[src/rtl/board_ctrl_pkg.sv]
// Shared types and constants for the board control block (reset sequencer + input conditioning).
package board_ctrl_pkg;

  typedef enum logic [1:0] {
    WAIT_LOCK = 2'd0,
    HOLD      = 2'd1,
    RUN       = 2'd2
  } rst_state_e;

  localparam int unsigned DB_MIN_CYCLES   = 2;
  localparam int unsigned SYNC_MIN_STAGES = 2;
  localparam int unsigned SYNC_MAX_STAGES = 4;

  // Counter width able to hold n-1, never narrower than one bit.
  function automatic int unsigned cnt_width(input int unsigned n);
    return (n > 1) ? $clog2(n) : 1;
  endfunction

endpackage

[src/rtl/board_debounce.sv]
// One-channel synchroniser + debouncer with a registered rise pulse on the debounced level.
module board_debounce
  import board_ctrl_pkg::*;
#(
  parameter int unsigned SYNC_STAGES     = 2,
  parameter int unsigned DEBOUNCE_CYCLES = 500000
) (
  input  logic clk_i,
  input  logic arstn_i,
  input  logic d_i,
  output logic q_o,
  output logic rise_o
);

  localparam int unsigned CNT_W = cnt_width(DEBOUNCE_CYCLES);
  localparam logic [CNT_W-1:0] CNT_MAX = CNT_W'(DEBOUNCE_CYCLES - 1);

  if (DEBOUNCE_CYCLES < DB_MIN_CYCLES) begin : g_bad_db
    $error("board_debounce: DEBOUNCE_CYCLES below minimum");
  end
  if (SYNC_STAGES < SYNC_MIN_STAGES || SYNC_STAGES > SYNC_MAX_STAGES) begin : g_bad_sync
    $error("board_debounce: SYNC_STAGES out of range");
  end

  logic [SYNC_STAGES-1:0] sync_q;
  logic                   d_s;
  logic                   stable_q, stable_d;
  logic                   rise_q, rise_d;
  logic [CNT_W-1:0]       cnt_q, cnt_d;

  assign d_s = sync_q[SYNC_STAGES-1];

  // Counter runs only while the synced input disagrees with the stable level.
  always_comb begin
    stable_d = stable_q;
    rise_d   = 1'b0;
    cnt_d    = '0;
    if (d_s != stable_q) begin
      if (cnt_q == CNT_MAX) begin
        stable_d = d_s;
        rise_d   = d_s;
      end else begin
        cnt_d = cnt_q + CNT_W'(1);
      end
    end
  end

  always_ff @(posedge clk_i or negedge arstn_i) begin
    if (!arstn_i) begin
      sync_q   <= '0;
      stable_q <= 1'b0;
      rise_q   <= 1'b0;
      cnt_q    <= '0;
    end else begin
      sync_q   <= {sync_q[SYNC_STAGES-2:0], d_i};
      stable_q <= stable_d;
      rise_q   <= rise_d;
      cnt_q    <= cnt_d;
    end
  end

  assign q_o    = stable_q;
  assign rise_o = rise_q;

endmodule

[src/rtl/board_ctrl.sv]
// Board-level reset sequencer and button/switch conditioning in front of the SoC top.
// Define BOARD_CTRL_SW_DEBOUNCE_EN to debounce switches as well; otherwise they are only synchronised.
module board_ctrl
  import board_ctrl_pkg::*;
#(
  parameter int unsigned NBTN            = 1,
  parameter int unsigned NSW             = 16,
  parameter int unsigned SYNC_STAGES     = 2,
  parameter int unsigned DEBOUNCE_CYCLES = 500000,
  parameter int unsigned RST_HOLD_CYCLES = 1024
) (
  input  logic            clk_i,
  input  logic            arstn_i,
  input  logic            pll_locked_i,
  input  logic            sw_rst_i,
  input  logic [NBTN-1:0] btn_i,
  input  logic [NSW-1:0]  sw_i,
  output logic            sys_rst_o,
  output logic [NBTN-1:0] btn_o,
  output logic [NBTN-1:0] btn_rise_o,
  output logic [NSW-1:0]  sw_o
);

  localparam int unsigned HOLD_W = cnt_width(RST_HOLD_CYCLES);
  localparam logic [HOLD_W-1:0] HOLD_MAX = HOLD_W'(RST_HOLD_CYCLES - 1);

  if (SYNC_STAGES < SYNC_MIN_STAGES || SYNC_STAGES > SYNC_MAX_STAGES) begin : g_bad_sync
    $error("board_ctrl: SYNC_STAGES out of range");
  end
  if (RST_HOLD_CYCLES < 1) begin : g_bad_hold
    $error("board_ctrl: RST_HOLD_CYCLES below minimum");
  end

  logic [SYNC_STAGES-1:0] lock_sync_q;
  logic                   lock_s;
  rst_state_e             state_q, state_d;
  logic [HOLD_W-1:0]      cnt_q, cnt_d;
  logic                   sys_rst_q, sys_rst_d;

  assign lock_s = lock_sync_q[SYNC_STAGES-1];

  always_ff @(posedge clk_i or negedge arstn_i) begin
    if (!arstn_i) begin
      lock_sync_q <= '0;
      state_q     <= WAIT_LOCK;
      cnt_q       <= '0;
      sys_rst_q   <= 1'b1;
    end else begin
      lock_sync_q <= {lock_sync_q[SYNC_STAGES-2:0], pll_locked_i};
      state_q     <= state_d;
      cnt_q       <= cnt_d;
      sys_rst_q   <= sys_rst_d;
    end
  end

  // Loss of lock overrides a soft reset; a soft reset restarts the full hold.
  always_comb begin
    state_d = state_q;
    cnt_d   = cnt_q;
    case (state_q)
      WAIT_LOCK: begin
        if (lock_s) begin
          state_d = HOLD;
          cnt_d   = '0;
        end
      end
      HOLD: begin
        if (cnt_q == HOLD_MAX) state_d = RUN;
        else                   cnt_d   = cnt_q + HOLD_W'(1);
      end
      RUN: ;
      default: begin
        state_d = WAIT_LOCK;
        cnt_d   = '0;
      end
    endcase
    if (sw_rst_i && state_q != WAIT_LOCK) begin
      state_d = HOLD;
      cnt_d   = '0;
    end
    if (!lock_s) begin
      state_d = WAIT_LOCK;
      cnt_d   = '0;
    end
    sys_rst_d = (state_d != RUN);
  end

  assign sys_rst_o = sys_rst_q;

  logic [NBTN-1:0] btn_rise;

  for (genvar i = 0; i < NBTN; i++) begin : g_btn
    board_debounce #(
      .SYNC_STAGES    (SYNC_STAGES),
      .DEBOUNCE_CYCLES(DEBOUNCE_CYCLES)
    ) u_db (
      .clk_i  (clk_i),
      .arstn_i(arstn_i),
      .d_i    (btn_i[i]),
      .q_o    (btn_o[i]),
      .rise_o (btn_rise[i])
    );
  end

  // Both terms are flops; rise pulses are suppressed while the SoC is held in reset.
  assign btn_rise_o = btn_rise & {NBTN{~sys_rst_q}};

`ifdef BOARD_CTRL_SW_DEBOUNCE_EN
  logic [NSW-1:0] sw_rise_unused;

  for (genvar i = 0; i < NSW; i++) begin : g_sw
    board_debounce #(
      .SYNC_STAGES    (SYNC_STAGES),
      .DEBOUNCE_CYCLES(DEBOUNCE_CYCLES)
    ) u_db (
      .clk_i  (clk_i),
      .arstn_i(arstn_i),
      .d_i    (sw_i[i]),
      .q_o    (sw_o[i]),
      .rise_o (sw_rise_unused[i])
    );
  end
`else
  logic [SYNC_STAGES-1:0][NSW-1:0] sw_sync_q;

  always_ff @(posedge clk_i or negedge arstn_i) begin
    if (!arstn_i) sw_sync_q <= '0;
    else          sw_sync_q <= {sw_sync_q[SYNC_STAGES-2:0], sw_i};
  end

  assign sw_o = sw_sync_q[SYNC_STAGES-1];
`endif

endmodule
[config.mk]
export PLATFORM = sky130hd
export DESIGN_NAME = board_ctrl
export DESIGN_NICKNAME = d
export VERILOG_FILES = /design/src/rtl/board_ctrl_pkg.sv /design/src/rtl/board_debounce.sv /design/src/rtl/board_ctrl.sv
export SDC_FILE = /design/constraint.sdc
export NUM_CORES = 1
export LEC_CHECK = 0
export CAP_MARGIN = 20
export CORE_MARGIN = 2
export CORE_UTILIZATION = 55
export CTS_BUF_LIST = sky130_fd_sc_hd__clkbuf_16
export DETAILED_ROUTE_END_ITERATION = 8
export DONT_BUFFER_PORTS = 1
export PLACE_DENSITY = 0.7
export RECOVER_POWER = 25
export SYNTH_ARGS = -nofsm -noshare
export SYNTH_HDL_FRONTEND = slang
export SYNTH_HIERARCHICAL = 1
export SYNTH_SLANG_ARGS = --single-unit
[constraint.sdc]
create_clock -name clk_i -period 3.9 [get_ports clk_i]
set_clock_uncertainty 0.15 [all_clocks]
set_input_delay 0.585 -clock clk_i [delete_from_list [all_inputs] [get_ports clk_i]]
set_output_delay 0.585 -clock clk_i [all_outputs]
set_load 0.02 [all_outputs]
==> metrics.log, run 1 <==
[metrics] Die X: 75.6 µm
[metrics] Max clock buf depth: 2
[metrics] number of cells produced by synthesis: 231
[metrics] final critical delay including setup and external delays: 2.35 ns
[metrics] dominant combinational cell family by area after synthesis: simple AND/OR/NAND/NOR gates
[metrics] netlist area before placement: 2820 µm²
[metrics] antenna diode count: 0
[metrics] cell type group with the largest total delay on the critical path: buffers and inverters
[metrics] relative max-transition margin: -0.0743
[metrics] max-slew violations: 71
[metrics] number of setup buffers added after CTS: 0
[metrics] number of synthesized register bits: 70
[metrics] vertical die dimension: 75.6 µm
[metrics] worst vdd ir: 0.000443 V
[metrics] post_cts resized: 0
[metrics] share of cell area taken by muxes after synthesis: 0.0147
[metrics] maximum net fanout on the critical path: 70
[metrics] RSZ-0062 raised after global routing: false
[metrics] Synth top cells by count: sky130_fd_sc_hd__dfrtp_1 (69), sky130_fd_sc_hd__nor2_1 (25), sky130_fd_sc_hd__buf_4 (16), sky130_fd_sc_hd__xnor2_1 (12), sky130_fd_sc_hd__nand2_1 (11)
[metrics] Post-synth EDFFs: 0
[metrics] ratio of final minimum period to clock period: 0.601
[metrics] Reg power frac: 0.476
[metrics] power density normalized to cell area: 525 nW/µm²
[metrics] Ys Warns: 6
[metrics] count of pins on the block boundary: 40
[metrics] initial drt markers: 84
[metrics] global-route wire length before repair: 7700 µm
[metrics] internal power of the cells: 1.31 mW
[metrics] number of nets in the synthesized netlist: 254
[metrics] Clock Sinks: 70
[metrics] Clock H-tree levels: 3
[metrics] final net count: 247
[metrics] post-detailed-route count of antenna-violating nets: 0
[metrics] share of the yosys chip area belonging to registers: 0.622
[metrics] Synth Area in Simple Gates: 0.189
[metrics] initial antenna violation count: 0
[metrics] dominant synthesized flop cell: sky130_fd_sc_hd__dfrtp_1
[metrics] critical path's slowest cell: sky130_fd_sc_hd__clkbuf_2
[metrics] ratio of routed vias to standard cells: 5.39
[metrics] TritonCTS Buffers: 9
[metrics] proportion of power drawn by the clock network: 0.506
[metrics] CP Class: input port to async pin
[metrics] share of synthesized cell area in full adder, half adder and majority cells: 0.00888
[metrics] Fin Setup TNS: 0 ns
[metrics] global-route congestion overflow total: 0
[metrics] area of the die: 5710 µm²
[metrics] setup violation total in the final timing report: 0
[metrics] worst path cell trace: dlygate4sd3_1 > clkbuf_2
[metrics] clock slew seen by the registers of the worst setup and hold paths: 0.05 ns
[metrics] total iterations of the first detailed-routing run: 4
[metrics] power dissipated by switching net loads: 316 µW
[metrics] hold buffers post-CTS: 2
[metrics] largest cells by area after synthesis: sky130_fd_sc_hd__dfrtp_1 (61%), sky130_fd_sc_hd__buf_4 (4.3%), sky130_fd_sc_hd__xnor2_1 (3.7%)
[metrics] # Max-Cap Violations: 1
[metrics] proportion of layout cells with a drive suffix above 1: 0.132
[metrics] power share of the combinational group: 0.018
[metrics] least setup slack across all paths after layout: 1.55 ns
[metrics] required time of the worst setup path: 3.88 ns
[metrics] IO Port Bufs: 0
[metrics] CTS tree: done
[metrics] failing checks: capacitance limit, slew limit
[metrics] crit-path max cell delay: 1.17 ns
[metrics] critical path data arrival time: 2.33 ns
[metrics] post-detailed-route DRC marker count: 0
[metrics] Sw Share: 0.195
[metrics] share of Yosys cell area claimed by the top area cell type: 0.613
[metrics] Vias: 1605
[metrics] kind of capture point of the worst setup path: async pin
[metrics] utilization of the core after routing: 0.616
[metrics] area grow syn2layout: 9.55%
[metrics] routed wirelength normalized by instance count: 15.0 µm
[metrics] most frequent cell after synthesis: sky130_fd_sc_hd__dfrtp_1
[metrics] final hold vios: 0
[metrics] largest net degree at the start of global routing: 71
[metrics] path category of the worst min-delay check: input port to register
[metrics] Root Buffer Master: sky130_fd_sc_hd__clkbuf_16
[metrics] post-synthesis xor/xnor area fraction: 0.0528
[metrics] clk_lat worst skew: 0.32 ns
[metrics] setup slack at placement: 1.74 ns
[metrics] number of rows in the core area: 26
[metrics] transition at the pin with the smallest max-transition slack: 1.61 ns
[metrics] area of the core: 5010 µm²
[metrics] Avg Synthesized Cell Area: 12.2 µm²
[metrics] highest clock frequency the design can meet: 426 MHz
[metrics] cell type with the highest aggregate area in the netlist: sky130_fd_sc_hd__dfrtp_1
[metrics] total wirelength of the detailed-routed design: 4470 µm
[metrics] initial standard-cell utilization of the core: 0.562
[metrics] worst hold slack: 0.141 ns
[metrics] Synth async-reset ratio: 1.00
[metrics] leakage: 1.32 nW
[metrics] status: finished, violations left
[metrics] DP Wirelength: 2800 µm
[metrics] buffers plus inverters on the worst setup path: 2
[metrics] startpoint types: input port
[metrics] global-route usage over all layers: 0.187
[metrics] post-synthesis compound-gate area fraction: 0.0542
[metrics] post-synth cell types: 47
[metrics] weighted congestion at the end of routability-driven global placement: 0.791
[metrics] number of global-route vias before repair: 1624
## per-stage QoR
stage	instance area, µm²	total power [mW]	std cells
floorplan	2820	0.806	231
global placement	2770	0.798	281
detailed placement	2770	0.800	281
CTS	3110	1.65	298
global route	3090	1.69	298
finish	3090	1.62	298
## metal layers
layer	vias to the layer above	wire, µm	part of all wire	GRT usage
li1	773	-	-	-
met1	799	1960	0.44	0.238
met2	28	2310	0.52	0.294
met3	5	137	0.031	0.0556
met4	0	55	0.012	0.0955
met5	-	0	0	0
## kinds of logic after synthesis
logic type | Yosys count
compound gates | 18
xor+xnor | 17
fa+ha+maj | 2
buf+inv | 27
flops | 70
mux | 4
simple gates | 93
## area by class of cell
type / count / area (µm²)
Inverter: 7 / 26.3
Multi-Input combinational cell: 134 / 900
Tap cell: 70 / 87.6
Clock buffer: 9 / 225
Fill cell: 384 / 1920
Sequential cell: 70 / 1750
Timing Repair Buffer: 2 / 15.0
Clock inverter: 6 / 80.1
## sequential cells by signal, summed over array words and instances (netlist names), 2 cells and up
| name | cells |
|---|---|
| sw_o | 16 |
| lock_sync_q | 2 |
| g_btn.u_db/cnt_q | 19 |
| g_btn.u_db/sync_q | 2 |
| sw_sync_q | 16 |
| cnt_q | 10 |
| state_q | 2 |
## power groups by stage
| stage | clock network (mW) | registers, mW | logic, mW |
|---|---|---|---|
| floorplan | 0 | 0.768 | 0.0377 |
| global placement | 0 | 0.784 | 0.0148 |
| detailed placement | 0 | 0.785 | 0.0155 |
| CTS | 0.840 | 0.772 | 0.0337 |
| global route | 0.878 | 0.774 | 0.0349 |
| finish | 0.821 | 0.772 | 0.0289 |
## path summary, 6_finish.rpt
path / startpoint / end / slack, ns / cells past startpoint
min in group asynchronous: arstn_i / state_q[0] / 1.08 / 2
max in group clk_i: g_btn[0].u_db/cnt_q[5] / g_btn[0].u_db/cnt_q[5] / 1.78 / 4
worst max register to register: g_btn[0].u_db/cnt_q[5] / g_btn[0].u_db/cnt_q[5] / 1.78 / 4
worst min register to register: sw_sync_q[15] / sw_o[15] / 0.19 / 0
worst max-delay path: arstn_i / g_btn[0].u_db/cnt_q[10] / 1.55 / 2
worst min-delay path: sw_i[5] / sw_sync_q[5] / 0.14 / 0
## placed cells by master (no fill, tap or decap), types with 5 or more instances in the layout
| master | instances |
|---|---|
| sky130_fd_sc_hd__dfrtp_1 | 69 |
| sky130_fd_sc_hd__xnor2_1 | 12 |
| sky130_fd_sc_hd__nand2_1 | 11 |
| sky130_fd_sc_hd__nand3_1 | 9 |
| sky130_fd_sc_hd__xor2_1 | 5 |
| sky130_fd_sc_hd__nor3_1 | 8 |
| sky130_fd_sc_hd__nand4_1 | 10 |
| sky130_fd_sc_hd__nor2_1 | 25 |
| sky130_fd_sc_hd__clkbuf_16 | 9 |
| sky130_fd_sc_hd__inv_1 | 8 |
Power figures use the tool's default switching activity.
==> inputs of run 2 (changes only) <==
--- a/config.mk
+++ b/config.mk
@@ -5,13 +5,14 @@
 export SDC_FILE = /design/constraint.sdc
 export NUM_CORES = 1
 export LEC_CHECK = 0
+export ABC_AREA = 1
 export CAP_MARGIN = 20
 export CORE_MARGIN = 2
 export CORE_UTILIZATION = 55
 export CTS_BUF_LIST = sky130_fd_sc_hd__clkbuf_16
 export DETAILED_ROUTE_END_ITERATION = 8
 export DONT_BUFFER_PORTS = 1
-export PLACE_DENSITY = 0.7
+export PLACE_DENSITY = 0.73
 export RECOVER_POWER = 25
 export SYNTH_ARGS = -nofsm -noshare
 export SYNTH_HDL_FRONTEND = slang
==> constraint.sdc (replaced) <==
create_clock -name clk_i -period 2 [get_ports clk_i]
set_clock_uncertainty 0.15 [all_clocks]
set_input_delay 0.3 -clock clk_i [delete_from_list [all_inputs] [get_ports clk_i]]
set_output_delay 0.3 -clock clk_i [all_outputs]
set_load 0.02 [all_outputs]
==> run 2 against run 1 <==
  * The flow finishes with violations (hold timing)
  * Design area rose by 13%
  * Setup slack got worse by 1.2 ns
  * Clock power rose by 120%
  * Die area rose by 5.6%
  * Area after synthesis rose by 5.9%
  * Cell count rose by 32%
  * Hold slack got worse by 0.62 ns
  * Global-route usage rose by 1.4 points
  * Sequential cell count did not move
  * Largest cell class unchanged
  * Highest routed layer unchanged
==> metrics.log, run 2 <==
[metrics] register bank with the most flops: g_btn.u_db/cnt_q (unchanged)
[metrics] TritonCTS Buffers: 9 (unchanged)
[metrics] relative max-transition margin: 0.643 (was -0.0743)
[metrics] placed cell areas: 2950 µm² (was 2770 µm²)
[metrics] startpoint types: register (was input port)
[metrics] number of rows in the core area: 26 (unchanged)
[metrics] reg-to-reg slack, setup: 0.32 ns (was 1.78 ns)
[metrics] worst reg2reg path endpoint: cnt_q[5] (was g_btn[0].u_db/cnt_q[5])
[metrics] worst vdd ir: 0.000847 V (was 0.000443 V)
[metrics] launch instance of the worst register-to-register path: cnt_q[1] (was g_btn[0].u_db/cnt_q[5])
[metrics] initial antenna violation count: 0 (unchanged)
[metrics] required time of the worst setup path: 2.07 ns (was 3.88 ns)
[metrics] global-route congestion overflow total: 0 (unchanged)
[metrics] Synth async-reset ratio: 1.00 (unchanged)
[metrics] Root Buffer Master: sky130_fd_sc_hd__clkbuf_16 (unchanged)
[metrics] Fin Setup TNS: 0 ns (unchanged)
[metrics] hold buffers post-CTS: 18 (was 2)
[metrics] count of pins on the block boundary: 40 (unchanged)
[metrics] number of setup buffers added after CTS: 0 (unchanged)
[metrics] setup violation total in the final timing report: 0 (unchanged)
[metrics] max-slew violations: 0 (was 71)
[metrics] Avg Synthesized Cell Area: 9.78 µm² (was 12.2 µm²)
[metrics] clk_lat worst skew: 0.32 ns (about the same)
[metrics] area grow syn2layout: 16.5% (was 9.55%)
[metrics] worst hold slack: -0.483 ns (was 0.141 ns)
[metrics] number of synthesized register bits: 70 (unchanged)
[metrics] antenna diode count: 0 (unchanged)
[metrics] # Max-Cap Violations: 0 (was 1)
[metrics] Post-synth EDFFs: 0 (unchanged)
[metrics] vertical die dimension: 77.7 µm (was 75.6 µm)
[metrics] Clock Sinks: 70 (unchanged)
[metrics] area of the die: 6030 µm² (was 5710 µm²)
[metrics] number of global-route vias before repair: 2030 (was 1624)
[metrics] dominant synthesized flop cell: sky130_fd_sc_hd__dfrtp_1 (unchanged)
[metrics] share of the yosys chip area belonging to registers: 0.587 (was 0.622)
[metrics] kind of capture point of the worst setup path: register (was async pin)
[metrics] highest clock frequency the design can meet: 595 MHz
[metrics] final hold vios: 70 (was 0)
[metrics] area of the core: 5170 µm² (was 5010 µm²)
[metrics] CTS tree: done (unchanged)
[metrics] post-route cell area: 3480 µm² (was 3090 µm²)
[metrics] DP Wirelength: 3490 µm (was 2800 µm)
[metrics] critical path data arrival time: 1.75 ns (was 2.33 ns)
[metrics] flip-flop count of the largest register, all copies and words added: 19 (unchanged)
[metrics] total wirelength of the detailed-routed design: 5270 µm (was 4470 µm)
[metrics] Die X: 77.7 µm (was 75.6 µm)
[metrics] status: finished, violations left (unchanged)
[metrics] Clock H-tree levels: 3 (unchanged)
[metrics] ratio of final minimum period to clock period: 0.841
[metrics] start point of the critical path: cnt_q[1] (was arstn_i)
[metrics] IO Port Bufs: 0 (unchanged)
[metrics] final net count: 341 (was 247)
[metrics] RSZ-0062 raised after global routing: false (unchanged)
[metrics] top library cells by usage in the layout, fill and taps aside: sky130_fd_sc_hd__dfrtp_1 (69), sky130_fd_sc_hd__nand2_1 (52), sky130_fd_sc_hd__nor2_1 (42) (was sky130_fd_sc_hd__dfrtp_1 (69), sky130_fd_sc_hd__nor2_1 (25), sky130_fd_sc_hd__xnor2_1 (12))
[metrics] most common library cell in the layout ignoring fill and taps: sky130_fd_sc_hd__dfrtp_1 (unchanged)
[metrics] number of cells produced by synthesis: 305 (was 231)
[metrics] maximum net fanout on the critical path: 10 (was 70)
[metrics] final critical delay including setup and external delays: 1.68 ns
[metrics] largest cells by area after synthesis: sky130_fd_sc_hd__dfrtp_1 (58%), sky130_fd_sc_hd__nand2_1 (6.5%), sky130_fd_sc_hd__nor2_1 (5.3%) (was sky130_fd_sc_hd__dfrtp_1 (61%), sky130_fd_sc_hd__buf_4 (4.3%), sky130_fd_sc_hd__xnor2_1 (3.7%))
[metrics] post-detailed-route count of antenna-violating nets: 0 (unchanged)
[metrics] leakage: 1.59 nW (was 1.32 nW)
[metrics] netlist area before placement: 2980 µm² (was 2820 µm²)
[metrics] path category of the worst min-delay check: input port to async pin (was input port to register)
[metrics] global-route wire length before repair: 9190 µm (was 7700 µm)
[metrics] global-route usage over all layers: 0.201 (was 0.187)
[metrics] share of Yosys cell area claimed by the top area cell type: 0.579 (was 0.613)
[metrics] Max clock buf depth: 2 (unchanged)
[metrics] routed wirelength normalized by instance count: 13.4 µm (was 15.0 µm)
[metrics] cell type with the highest aggregate area in the netlist: sky130_fd_sc_hd__dfrtp_1 (unchanged)
[metrics] ratio of routed vias to standard cells: 5.04 (was 5.39)
[metrics] transition at the pin with the smallest max-transition slack: 0.531 ns (was 1.61 ns)
[metrics] most frequent cell after synthesis: sky130_fd_sc_hd__dfrtp_1 (unchanged)
[metrics] Synth top cells by count: sky130_fd_sc_hd__dfrtp_1 (69), sky130_fd_sc_hd__nand2_1 (52), sky130_fd_sc_hd__nor2_1 (42), sky130_fd_sc_hd__inv_1 (31), sky130_fd_sc_hd__nand3_1 (26) (was sky130_fd_sc_hd__dfrtp_1 (69), sky130_fd_sc_hd__nor2_1 (25), sky130_fd_sc_hd__buf_4 (16), sky130_fd_sc_hd__xnor2_1 (12), sky130_fd_sc_hd__nand2_1 (11))
[metrics] largest net degree at the start of global routing: 71 (unchanged)
[metrics] initial standard-cell utilization of the core: 0.577 (was 0.562)
[metrics] weighted congestion at the end of routability-driven global placement: 0.928 (was 0.791)
[metrics] CP Class: register to register (was input port to async pin)
[metrics] Worst Setup EP: cnt_q[5] (was g_btn[0].u_db/cnt_q[10])
[metrics] post-detailed-route DRC marker count: 0 (unchanged)
[metrics] number of nets in the synthesized netlist: 328 (was 254)
[metrics] power density normalized to cell area: 970 nW/µm² (was 525 nW/µm²)
[metrics] clock slew seen by the registers of the worst setup and hold paths: 0.06 ns (was 0.05 ns)
[metrics] proportion of layout cells with a drive suffix above 1: 0.142 (was 0.132)
[metrics] total iterations of the first detailed-routing run: 5 (was 4)
[metrics] failing checks: hold timing (was capacitance limit, slew limit)
[metrics] initial drt markers: 147 (was 84)
[metrics] Vias: 1979 (was 1605)
[metrics] post-synth cell types: 29 (was 47)
[metrics] Ys Warns: 6 (unchanged)
[metrics] cell depth of the worst flop-to-flop path: 10 (was 4)
==> run 2: changes by cell type in the layout (fill, tap and decap cells not counted), sizes merged, moves of 4 or more <==
cell         previous run  this run
nand4                  12         6
nor2                   25        53
inv                     9        36
nand3                  10        27
dlygate4sd3             1        18
nand2                  11        60
o21ai                   4        10
xnor2                  12         2
nor3                    9         4
nor4                    4         0
==> run 2: worst min-delay path by stage <==
| stage | from | end | cells after the start | slack, ns |
|---|---|---|---|---|
| 3_3_place_gp | arstn_i | cnt_q[7] | 0 | -0.14 |
| 3_5_place_dp | arstn_i | cnt_q[7] | 0 | -0.14 |
| 5_1_grt | arstn_i | cnt_q[7] | 0 | -0.50 |
| 2_1_floorplan | arstn_i | cnt_q[0] | 0 | -0.15 |
| 4_1_cts | arstn_i | state_q[1] | 0 | -0.50 |
| 6_report | arstn_i | cnt_q[7] | 0 | -0.48 |
==> run 2: area by class of cell <==
cell class | instances | area [µm²]
Clock buffer | 9 | 225
Fill cell | 370 | 1700
Tap cell | 70 | 87.6
Inverter | 36 | 139
Clock inverter | 7 | 120
Sequential cell | 70 | 1750
Multi-Input combinational cell | 183 | 972
Timing Repair Buffer | 18 | 180
==> run 2: where the power goes <==
group	leakage [nW]	internal, mW	total [mW]	switching [mW]
Sequential	0.886	1.46	1.50	0.0423
Combinational	0.537	0.0356	0.0696	0.0340
Clock	0.168	1.22	1.80	0.578
==> run 2: cells by family (layout without fill, tap and decap cells) <==
| logic type | Yosys count | count (layout) | share of synthesized area |
|---|---|---|---|
| flops | 70 | 70 | 0.587 |
| xor+xnor | 10 | 10 | 0.0319 |
| simple gates | 153 | 153 | 0.253 |
| compound gates | 18 | 18 | 0.0327 |
| buf+inv | 52 | 70 | 0.0868 |
| fa+ha+maj | 2 | 2 | 0.00838 |
==> run 2: critical path: stages, from the launching register on <==
cell                       delay, ns
sky130_fd_sc_hd__dfrtp_1        0.39
sky130_fd_sc_hd__ha_1           0.23
sky130_fd_sc_hd__nand2_2        0.09
sky130_fd_sc_hd__nor2_4         0.17
sky130_fd_sc_hd__nand3b_4       0.12
sky130_fd_sc_hd__nand2_4        0.11
sky130_fd_sc_hd__nand2_4        0.09
sky130_fd_sc_hd__nand2_1        0.09
sky130_fd_sc_hd__nand2_1        0.05
sky130_fd_sc_hd__nand2_1        0.05
sky130_fd_sc_hd__inv_1          0.03
==> run 2: timing repair <==
action	CTS	global route
gates resized for setup	0	0
setup endpoints to repair	0	0
hold endpoints to repair	88	70
==> run 2: layer usage <==
layer	wire length (µm)	vias up	track usage
met2	2500	60	0.315
met4	40	0	0.0589
li1	-	969	-
met3	415	4	0.0919
met1	2310	946	0.252
met5	0	-	0
==> run 2: metrics by stage <==
stage / total power [mW] / worst slack (ns) / util / cells
4_1_cts: 3.42 / 0.322 / 0.672 / 393
6_report: 3.37 / 0.318 / 0.672 / 393
3_3_place_gp: 1.57 / 0.440 / 0.571 / 359
2_1_floorplan: 1.58 / 0.505 / - / 305
5_1_grt: 3.49 / 0.202 / 0.672 / 393
3_5_place_dp: 1.57 / 0.358 / 0.571 / 359
